## config.mk

```make
export PLATFORM = sky130hd
export DESIGN_NAME = im_arbiter
export DESIGN_NICKNAME = d
export VERILOG_FILES = /design/src/rtl/im_arbiter.sv
export SDC_FILE = /design/constraint.sdc
export NUM_CORES = 1
export LEC_CHECK = 0
export BUFFER_PORTS_ARGS = -buffer_cell sky130_fd_sc_hd__buf_2
export CAP_MARGIN = 20
export CORE_MARGIN = 1.5
export CORE_UTILIZATION = 50
export CTS_BUF_LIST = sky130_fd_sc_hd__clkbuf_8
export CTS_CLUSTER_DIAMETER = 100
export DETAILED_ROUTE_END_ITERATION = 12
export PLACE_DENSITY = 0.72
export SYNTH_ARGS = -nofsm -noshare
export SYNTH_HDL_FRONTEND = slang
export SYNTH_SLANG_ARGS = --single-unit
```

## constraint.sdc

```tcl
create_clock -name clk -period 3.2 [get_ports clk]
set_input_delay 0.64 -clock clk [delete_from_list [all_inputs] [get_ports clk]]
set_output_delay 0.64 -clock clk [all_outputs]
set_load 0.005 [all_outputs]
```

## src/rtl/im_arbiter.sv

```systemverilog
// rtl/im_arbiter.sv - image memory arbiter: display reads have absolute priority, CPU writes drain from a FIFO
// Every mem_* output is registered; display data returns a fixed 3 edges after the request is sampled.
module im_arbiter #(
  parameter int H_RES       = 640,
  parameter int V_RES       = 480,
  parameter int ADDR_W      = 19,
  parameter int DATA_W      = 12,
  parameter int WFIFO_DEPTH = 4
) (
  input  logic              clk,
  input  logic              rst,
  input  logic              disp_req,
  input  logic [9:0]        disp_x,
  input  logic [9:0]        disp_y,
  output logic [DATA_W-1:0] disp_rgb,
  output logic              disp_valid,
  input  logic              cpu_valid,
  output logic              cpu_ready,
  input  logic [9:0]        cpu_x,
  input  logic [9:0]        cpu_y,
  input  logic [DATA_W-1:0] cpu_wdata,
  output logic              cpu_oob,
  output logic              mem_en,
  output logic              mem_we,
  output logic [ADDR_W-1:0] mem_addr,
  output logic [DATA_W-1:0] mem_wdata,
  input  logic [DATA_W-1:0] mem_rdata
);

  localparam int               PTR_W    = $clog2(WFIFO_DEPTH);
  localparam logic [10:0]      H_LIM    = 11'(H_RES);
  localparam logic [10:0]      V_LIM    = 11'(V_RES);
  localparam logic [PTR_W:0]   FULL_CNT = (PTR_W+1)'(WFIFO_DEPTH);

  typedef enum logic [1:0] {GRANT_IDLE, GRANT_DISP, GRANT_CPU} grant_t;

  function automatic logic in_range(input logic [9:0] x, input logic [9:0] y);
    return ({1'b0, x} < H_LIM) && ({1'b0, y} < V_LIM);
  endfunction

  // Constant multiplier; reduces to shift-and-add for the default 640-wide frame.
  function automatic logic [ADDR_W-1:0] pix_addr(input logic [9:0] x, input logic [9:0] y);
    return ADDR_W'(y) * ADDR_W'(H_RES) + ADDR_W'(x);
  endfunction

  logic [ADDR_W-1:0] fifo_addr [WFIFO_DEPTH];
  logic [DATA_W-1:0] fifo_data [WFIFO_DEPTH];
  logic [PTR_W-1:0]  wr_ptr;
  logic [PTR_W-1:0]  rd_ptr;
  logic [PTR_W:0]    count;
  logic              disp_ok;
  logic              cpu_ok;
  logic              push_any;
  logic              push;
  logic              pop;
  grant_t            grant;
  logic              tag1_valid;
  logic              tag1_oob;
  logic              tag2_valid;
  logic              tag2_oob;

  assign disp_ok   = in_range(disp_x, disp_y);
  assign cpu_ok    = in_range(cpu_x, cpu_y);
  assign cpu_ready = (count != FULL_CNT);
  assign push_any  = cpu_valid && cpu_ready;
  assign push      = push_any && cpu_ok;

  // Registered occupancy means a write pushed this cycle cannot be popped until the next.
  always_comb begin
    grant = GRANT_IDLE;
    if (disp_req && disp_ok) begin
      grant = GRANT_DISP;
    end else if (count != '0) begin
      grant = GRANT_CPU;
    end
  end

  assign pop = (grant == GRANT_CPU);

  always_ff @(posedge clk) begin
    if (push) begin
      fifo_addr[wr_ptr] <= pix_addr(cpu_x, cpu_y);
      fifo_data[wr_ptr] <= cpu_wdata;
    end
  end

  always_ff @(posedge clk) begin
    if (rst) begin
      wr_ptr  <= '0;
      rd_ptr  <= '0;
      count   <= '0;
      cpu_oob <= 1'b0;
    end else begin
      if (push) wr_ptr <= wr_ptr + PTR_W'(1);
      if (pop)  rd_ptr <= rd_ptr + PTR_W'(1);
      if (push && !pop) begin
        count <= count + (PTR_W+1)'(1);
      end else if (pop && !push) begin
        count <= count - (PTR_W+1)'(1);
      end
      if (push_any && !cpu_ok) cpu_oob <= 1'b1;
    end
  end

  always_ff @(posedge clk) begin
    if (rst) begin
      mem_en    <= 1'b0;
      mem_we    <= 1'b0;
      mem_addr  <= '0;
      mem_wdata <= '0;
    end else begin
      case (grant)
        GRANT_DISP: begin
          mem_en    <= 1'b1;
          mem_we    <= 1'b0;
          mem_addr  <= pix_addr(disp_x, disp_y);
          mem_wdata <= '0;
        end
        GRANT_CPU: begin
          mem_en    <= 1'b1;
          mem_we    <= 1'b1;
          mem_addr  <= fifo_addr[rd_ptr];
          mem_wdata <= fifo_data[rd_ptr];
        end
        default: begin
          mem_en <= 1'b0;
          mem_we <= 1'b0;
        end
      endcase
    end
  end

  // Tag pipeline tracks each request, including out-of-range ones that never touch memory.
  always_ff @(posedge clk) begin
    if (rst) begin
      tag1_valid <= 1'b0;
      tag1_oob   <= 1'b0;
      tag2_valid <= 1'b0;
      tag2_oob   <= 1'b0;
      disp_valid <= 1'b0;
      disp_rgb   <= '0;
    end else begin
      tag1_valid <= disp_req;
      tag1_oob   <= !disp_ok;
      tag2_valid <= tag1_valid;
      tag2_oob   <= tag1_oob;
      disp_valid <= tag2_valid;
      disp_rgb   <= (tag2_valid && !tag2_oob) ? mem_rdata : '0;
    end
  end

endmodule

```

### Yosys cells after proc, flatten, opt, wreduce, memory -nomap -nowiden

Memory sizes are Yosys's and may differ from the RTL's. A register that Yosys moved wholly into a read port is not among the register bits.
Index checks and enable logic that the tools add are counted.

| cells by class | value |
|---|---|
| add/subtract/negate cells | 6 |
| multipliers | 2 |
| $lt $le $gt $ge | 4 |
| equality and inequality tests | 3 |
| muxes and demuxes | 14 |
| bitwise operators | 1 |
| reduce and logical (&&, ||, !) cells | 19 |

Operator list:

| kind | count |
|---|---|
| $add A19 B10 Y19 | 2 |
| $pmux W19 S2 | 1 |
| $mul A10 B3 Y12 const B | 2 |
| $pmux W12 S2 | 1 |
| $lt A10 B10 Y1 const B | 2 |
| $lt A10 B9 Y1 const B | 2 |
| $mux W2 | 6 |
| $logic_and A1 B1 Y1 | 9 |
| $mux W3 | 2 |
| $logic_not A1 Y1 | 5 |
| $add A2 B1 Y2 const B | 2 |
| $mux W1 | 4 |
| $reduce_bool A2 Y1 | 2 |
| $reduce_or A2 Y1 | 2 |
| $add A3 B1 Y3 const B | 1 |
| $ne A3 B3 Y1 const B | 1 |
| $reduce_bool A3 Y1 | 1 |
| $sub A3 B1 Y3 const B | 1 |
| $eq A2 B1 Y1 const B | 1 |
| $eq A2 B2 Y1 const B | 1 |
| $not A1 Y1 | 1 |

| word-level totals | value |
|---|---|
| register bits after elaboration | 58 |
| RAM bits | 124 |
| memories | 2 |

Memory list:

| memory | depth | width | rd ports | clocked after Yosys merged registers in | wr ports | RTL line | text |
|---|---|---|---|---|---|---|---|
| fifo_addr | 4 | 19 | 1 | 1 | 1 | 46 | `logic [ADDR_W-1:0] fifo_addr [WFIFO_DEPTH];` |
| fifo_data | 4 | 12 | 1 | 1 | 1 | 47 | `logic [DATA_W-1:0] fifo_data [WFIFO_DEPTH];` |

### Depth between registers and ports, before layout

Gate-level depths: netlist of the first run.

| depth | value |
|---|---|
| depth after elaboration | 8 |
| gate-level depth with buffers | 11 |
| gate-level depth less buffers | 10 |

### Worst setup path before layout of the first run

OpenSTA, ideal clock, no wires.

| path | value |
|---|---|
| kind | input to register |
| start point | input disp_y[1] |
| end point | register mem_addr[16] |
| arrival | 2.873 ns |
| data required time | 3.088 ns |
| setup slack | 0.215 ns |
| stages on the path | 9 |
| cell sequence | ha_1 -> ha_1 -> fa_1 -> a21o_1 -> a21oi_4 -> o2111ai_2 -> and2_1 -> o211a_1 -> a2111oi_1 |

| between the ends | value |
|---|---|
| cells in the longest elaborated chain, start to end | 6 |
| elaborated cells between the ends (all ways) | 10 |

Ends and longest elaborated chain:

| item | RTL line | text |
|---|---|---|
| start, declared | 14 | `input logic [9:0] disp_y,` |
| branches (longest 6 deep; another with $add A19 B10 Y19) | n/a |  |
| end signal, assigned | 116 | `mem_addr <= pix_addr(disp_x, disp_y);` |
| end signal, assigned | 122 | `mem_addr <= fifo_addr[rd_ptr];` |
| end, declared | 25 | `output logic [ADDR_W-1:0] mem_addr,` |

Parallel ways; which one is timed is not known.
A chain may end at the register's enable or synchronous reset.

### Worst setup path in the final report of the first run

Ends and elaborated chain as after synthesis.

==> results.md, run 1 <==
- Worst slack, placed: -93.3 ps
- Die Wd: 132 um
- Routed wire length: 16.3 mm
- HPWL Detailed: 11.4 mm
- Gate Count Post-Synth: 603
- VDD IR max: 0.000347 V
- Commonest non-fill, non-tap cell in the layout: edfxtp_1
- Crit path DAT: 3160 ps
- Setup Skew: 8.21 ps
- Worst Setup Start Kind: input port
- Area contributors post-synth: edfxtp_1 45%, dfxtp_1 15%, mux4_2 8.4%
- DR vias/cell: 5.42
- H-tree levels: 4
- Sequential share of the synthesized area: 59.5%
- Congestion Overflow GR: 0
- Slew @ Worst Pin: 732 ps
- Worst-path clk slew: 90 ps
- Status: completed
- # resized after CTS: 0
- Initial core utilization: 51.6%
- Root Buffer: clkbuf_8
- Async set or reset register ratio after synthesis: 0%
- Antenna violations before repair: 1
- Netlist cell types: 65
- Hold Vio Cnt, Final: 0
- Pleak: 3.71 nW
- RSZ-0062 raised after global routing: false
- Syn. warnings: 0
- Tot GR Track Use: 19.7%
- Sw Ratio: 31.4%
- Min cycle time layout: 2810 ps
- Layout cells sized above 1: 28.6%
- Main flop type after synthesis: edfxtp_1
- Final worst slack: 388 ps
- Worst setup path startpoint: disp_y[1]
- Clk buf depth: 2
- # clock sinks: 184
- Clk pwr share: 25.8%
- Die Footprint: 17300 sq um
- Filler Cell Count: 1245
- TritonCTS clock tree: done
- Net switching power: 2.09 mW
- Mapped Avg Cell Area: 13.7 sq um
- Cells after DPL: 926
- Number of synthesized flops with an enable pin: 124
- CP required: 3550 ps
- Vias: 5201
- Routed len/inst: 16.9 um
- Relative slew slack: 51.2%
- Max Cap Viol: 0
- Pins Over Slew Limit: 0
- Area of the mapped netlist: 8280 sq um
- TritonRoute pass-1 iters: 4
- Worst-Skew Late Latency: 470 ps
- Post-synthesis net count: 719
- Achievable Freq: 356 MHz
- Tot Pwr: 6.64 mW
- Io pins: 116
- Die H: 132 um
- Most frequent cells in the layout: 124 x edfxtp_1, 115 x buf_2, 69 x nand2_1, 59 x dfxtp_1, 43 x ha_1
- PD cells: 693 nW/um^2
- Synthesis-stage register bit count: 184
- Post-route insts no fill: 959
- Worst setup EP type: register
- Max FO, Critical Path: 4
- Final period util: 87.9%
- Final nets: 845
- CTS Hold Buffers Added: 0
- Worst r2r src: count[0]
- Pin count of the biggest net entering global routing: 39
- Vias in the first global route: 5345
- Row cnt: 46
- P&R area growth vs syn: 15.8%
- Final setup violation count: 0
- First-pass GRT wire length: 26.8 mm
- Combinational share of power: 29.2%
- Setup_tns: 0 ps
- Class of the worst hold path: input port to register
- Synth area leader: edfxtp_1
- Port bufs: 115
- Synth top area share: 45.0%
- Int Pwr: 4.56 mW
- GPL Wtd Cong: 0.898
- Sequential Power Share: 45.0%
- Hold_sp: mem_rdata[6]
- Routed Antenna Nets: 0
- DRC viols: 0
- Worst Setup Path Type: input port to register
- CTS buffer count: 17
- Post-CTS Setup Repair Bufs: 0
- Placeable core region: 16100 sq um
- DRT iter0 DRCs: 345
area by class of cell:
type	instances	area [sq um]	area share (%)
flip-flops and latches	184	4930	51.4
multi-input cells	381	3170	33.1
repair buffers	133	723	7.54
well taps	216	270	2.82
clock buffers	17	234	2.44
clock inverters	15	215	2.24
inverters	12	45.0	0.470
diodes	1	2.50	0.0261
per-layer routing:
layer  track usage (%)  part of all wire, %  vias to the layer above
met5                 0                    0                        -
met4              5.19                  1.3                        0
li1                  -                    -                     2529
met3              4.28                  4.4                       17
met1              26.0                   45                     2531
met2              33.4                   49                      124
stage by stage:
stage / hold slack [ps] / area [sq um] / utilization [%]
finish: 373 / 9590 / 59.7
CTS: 355 / 9590 / 59.7
global placement: 431 / 9140 / 56.9
detailed placement: 436 / 9140 / 56.9
global route: 347 / 9590 / 59.7
floorplan: 414 / 8280 / -
registers in the layout, summed over array words and instances, names as in the netlist, 2 cells and up, named ones only:
register	count
fifo_data	48
disp_rgb	12
rd_ptr	2
wr_ptr	2
count	3
mem_addr	19
fifo_addr	76
mem_wdata	12
cell families after synthesis:
| kind of cell | after synthesis | synth area share [%] |
|---|---|---|
| XOR/XNOR | 28 | 2.96 |
| adder cells (fa/ha/maj) | 48 | 7.71 |
| multiplexers | 36 | 9.03 |
| flip-flops | 184 | 59.5 |
| buffers and inverters | 38 | 2.28 |
| AO/OA/AOI/OAI | 93 | 8.02 |
| AND/OR/NAND/NOR | 176 | 10.5 |
Yosys cell counts, drive strengths merged (7+ instances only):
cell type	n
and2	19
inv	12
xor2	12
a21oi	30
nor2	31
ha	43
mux4	31
nand3	8
a21o	7
a311oi	13
nor2b	8
and3	7
edfxtp	124
xnor2	16
buf	8
dfxtp	60
o21ai	12
nor3	9
nand2	69
a211oi	8
clkbuf	18
critical path, cell delays in order:
cell and delay (ps):
buf_2 120, ha_1 310, ha_1 250, fa_1 390, a21o_1 260, a21oi_4 210
o2111ai_2 180, and2_1 220, o211a_1 220, a2111oi_1 360
worst paths after layout:
kind | end | slack (ps) | cells past startpoint
min reg2reg | tag2_valid | 450 | 1
max reg2reg | count[2] | 1010 | 8
max | mem_addr[16] | 390 | 10
min | disp_rgb[6] | 370 | 2
power by group through the flow:
stage	clock (mW)	sequential [mW]	combinational, mW
global route	1.84	3.03	2.14
global placement	0	3.04	1.90
finish	1.72	2.99	1.94
floorplan	0	2.97	1.40
CTS	1.74	3.00	1.96
detailed placement	0	3.05	1.95
Power figures use the tool's default switching activity.
==> inputs of run 2 (changes only) <==
--- a/config.mk
+++ b/config.mk
@@ -8,11 +8,11 @@
 export BUFFER_PORTS_ARGS = -buffer_cell sky130_fd_sc_hd__buf_2
 export CAP_MARGIN = 20
 export CORE_MARGIN = 1.5
-export CORE_UTILIZATION = 50
+export CORE_UTILIZATION = 49
 export CTS_BUF_LIST = sky130_fd_sc_hd__clkbuf_8
 export CTS_CLUSTER_DIAMETER = 100
 export DETAILED_ROUTE_END_ITERATION = 12
-export PLACE_DENSITY = 0.72
+export PLACE_DENSITY = 0.71
 export SYNTH_ARGS = -nofsm -noshare
 export SYNTH_HDL_FRONTEND = slang
 export SYNTH_SLANG_ARGS = --single-unit
==> run 2 against run 1 <==
Compared with the run above: die area up 2.0%; flip-flop and latch count did not move; clock-buffer cell count unchanged; worst hold slack worse by 4.9 ps; largest power group unchanged.
==> results.md, run 2 (same netlist as run 1, synthesis figures left out) <==
- Status: completed
- H-tree levels: 4 (unchanged)
- Class of the worst hold path: input port to register
- Sequential Power Share: 46.3% (+1.3 points)
- Routed len/inst: 17.2 um (+1.5%)
- Most frequent cells in the layout: 124 x edfxtp_1, 115 x buf_2, 69 x nand2_1, 59 x dfxtp_1, 43 x ha_1
- Hold Vio Cnt, Final: 0 (unchanged)
- TritonCTS clock tree: done
- Reg2reg setup slack: 960 ps (-50 ps)
- Pins Over Slew Limit: 0 (unchanged)
- Core Util, Final: 57.7% (-2.0 points)
- Tot Pwr: 6.49 mW (-2.3%)
- P&R area growth vs syn: 15.1%
- Combinational share of power: 29.9% (+0.7 points)
- VDD IR max: 0.000383 V (+10%)
- Final setup violation count: 0 (unchanged)
- Initial core utilization: 50.1% (-1.5 points)
- Worst r2r src: count[2]
- DRT iter0 DRCs: 424 (+23%)
- Top reg by flops: fifo_addr
- Placeable core region: 16500 sq um (+2.9%)
- HPWL Detailed: 11.7 mm (+1.9%)
- WHS Path Cells: 2 (unchanged)
- CTS Hold Buffers Added: 0 (unchanged)
- Routed wire length: 16.5 mm (+1.8%)
- Layout cells sized above 1: 28.7% (+0.13 points)
- Worst Setup Path Type: input port to register
- # resized after CTS: 0 (unchanged)
- TritonRoute pass-1 iters: 4 (unchanged)
- Max Cap Viol: 0 (unchanged)
- Min cycle time layout: 2790 ps (-21.1 ps)
- Worst r2r dst: count[2]
- DRC viols: 0 (unchanged)
- Tot GR Track Use: 19.4% (-0.32 points)
- Commonest non-fill, non-tap cell in the layout: edfxtp_1
- Die Wd: 133 um (+0.99%)
- Multi-input gate area: 3170 sq um (unchanged)
- Root Buffer: clkbuf_8
- Antenna violations before repair: 0 (-1)
- Clk pwr share: 23.8% (-2.0 points)
- Port bufs: 115 (unchanged)
- Sw Ratio: 32.2% (+0.75 points)
- Final period util: 87.2% (-0.66 points)
- Worst-Skew Late Latency: 460 ps (about the same)
- Net switching power: 2.09 mW (about the same)
- Min-Delay Endpoint: disp_rgb[11]
- R2R cell count: 8 (unchanged)
- Post-CTS Setup Repair Bufs: 0 (unchanged)
- Setup Skew: 14.2 ps (+6.01 ps)
- Worst Setup Start Kind: input port
- Final nets: 845 (unchanged)
- Sequential cell area: 4930 sq um (unchanged)
- DR vias/cell: 5.42 (about the same)
- Pleak: 3.68 nW (-0.74%)
- N_diodes: 0 (-1)
- # clock sinks: 184 (unchanged)
- Die H: 133 um (+0.99%)
- Achievable Freq: 358 MHz (+0.75%)
- Worst setup path startpoint: cpu_y[1]
- Slew @ Worst Pin: 774 ps (+42.0 ps)
- RSZ-0062 raised after global routing: false
- CTS buffer count: 17 (unchanged)
- Int Pwr: 4.40 mW (-3.4%)
- Crit path DAT: 3050 ps (-110 ps)
- Relative slew slack: 48.4% (-2.8 points)
- Congestion Overflow GR: 0 (unchanged)
- Hold_ws: 368 ps (-4.90 ps)
- Clk buf depth: 2 (unchanged)
- Max FO, Critical Path: 4 (unchanged)
- Worst-path clk slew: 100 ps (about the same)
- Setup_tns: 0 ps (unchanged)
- GPL Wtd Cong: 0.871 (-3.0%)
- Row cnt: 47 (+2.2%)
- Vias in the first global route: 5255 (-1.7%)
- Max FFs per register: 76 (unchanged)
- Pin count of the biggest net entering global routing: 39 (unchanged)
- Worst setup EP type: register
- Filler Cell Count: 1340 (+7.6%)
- CP required: 3460 ps (-90 ps)
- Io pins: 116 (unchanged)
- Hold_sp: mem_rdata[11]
- First-pass GRT wire length: 26.6 mm (-0.59%)
- Die Footprint: 17700 sq um (+2.0%)
- Top Registers: fifo_addr: 76 flops, fifo_data: 48 flops, mem_addr: 19 flops
- Routed Antenna Nets: 0 (unchanged)
- Vias: 5218 (+0.33%)
- PD cells: 681 nW/um^2 (-1.7%)
## run 2: cell count changes in the layout (fill, tap and decap cells not counted), moves of 2 or more
cell and delta:
bufinv_16 -2, clkinv_2 +2, inv_8 -3, inv_6 +3
## run 2: per-layer routing
layer | vias to the layer above | GRT usage [%] | wire length [um]
met5 | - | 0 | 0
met4 | 0 | 6.41 | 223
met3 | 21 | 4.56 | 1040
met2 | 150 | 32.4 | 8200
met1 | 2533 | 25.1 | 7080
li1 | 2514 | - | -
## run 2: worst max path at each step
| stage | endpoint | slack, ps | cells after the start |
|---|---|---|---|
| 2_1_floorplan | mem_addr[16] | 220 | 9 |
| 3_3_place_gp | mem_addr[16] | 60 | 10 |
| 3_5_place_dp | mem_addr[16] | -70 | 10 |
| 4_1_cts | mem_addr[16] | 450 | 10 |
| 5_1_grt | fifo_addr[1][17] | 180 | 10 |
| 6_report | fifo_addr[2][17] | 410 | 10 |
## run 2: power by group through the flow
stage	logic [mW]	clock network, mW	registers [mW]
3_5_place_dp	1.95	0	3.07
5_1_grt	2.14	1.68	3.05
2_1_floorplan	1.40	0	2.97
6_report	1.94	1.55	3.00
3_3_place_gp	1.89	0	3.05
4_1_cts	1.95	1.58	3.01
## run 2: final cells by class
type                       count  area share (%)
inverter                      12           0.473
clock inverter                15            1.75
timing repair buffer         133            7.46
tap                          220            2.89
sequential                   184            51.7
multi-input combinational    381            33.3
clock buffer                  17            2.46
## run 2: worst max-delay path: stages
cell and delay [ps]:
buf_2 120, ha_1 290, ha_1 240, fa_1 430
a211oi_1 310, o21bai_1 120, a21oi_1 220, xor2_1 300
nor3_1 120, xnor2_1 250
## run 2: metrics by stage
stage	std cells	setup WS (ps)	cell area, sq um
2_1_floorplan	603	215	8280
3_3_place_gp	930	56.7	9130
3_5_place_dp	930	-70.2	9130
4_1_cts	962	451	9530
5_1_grt	962	176	9530
6_report	962	409	9530
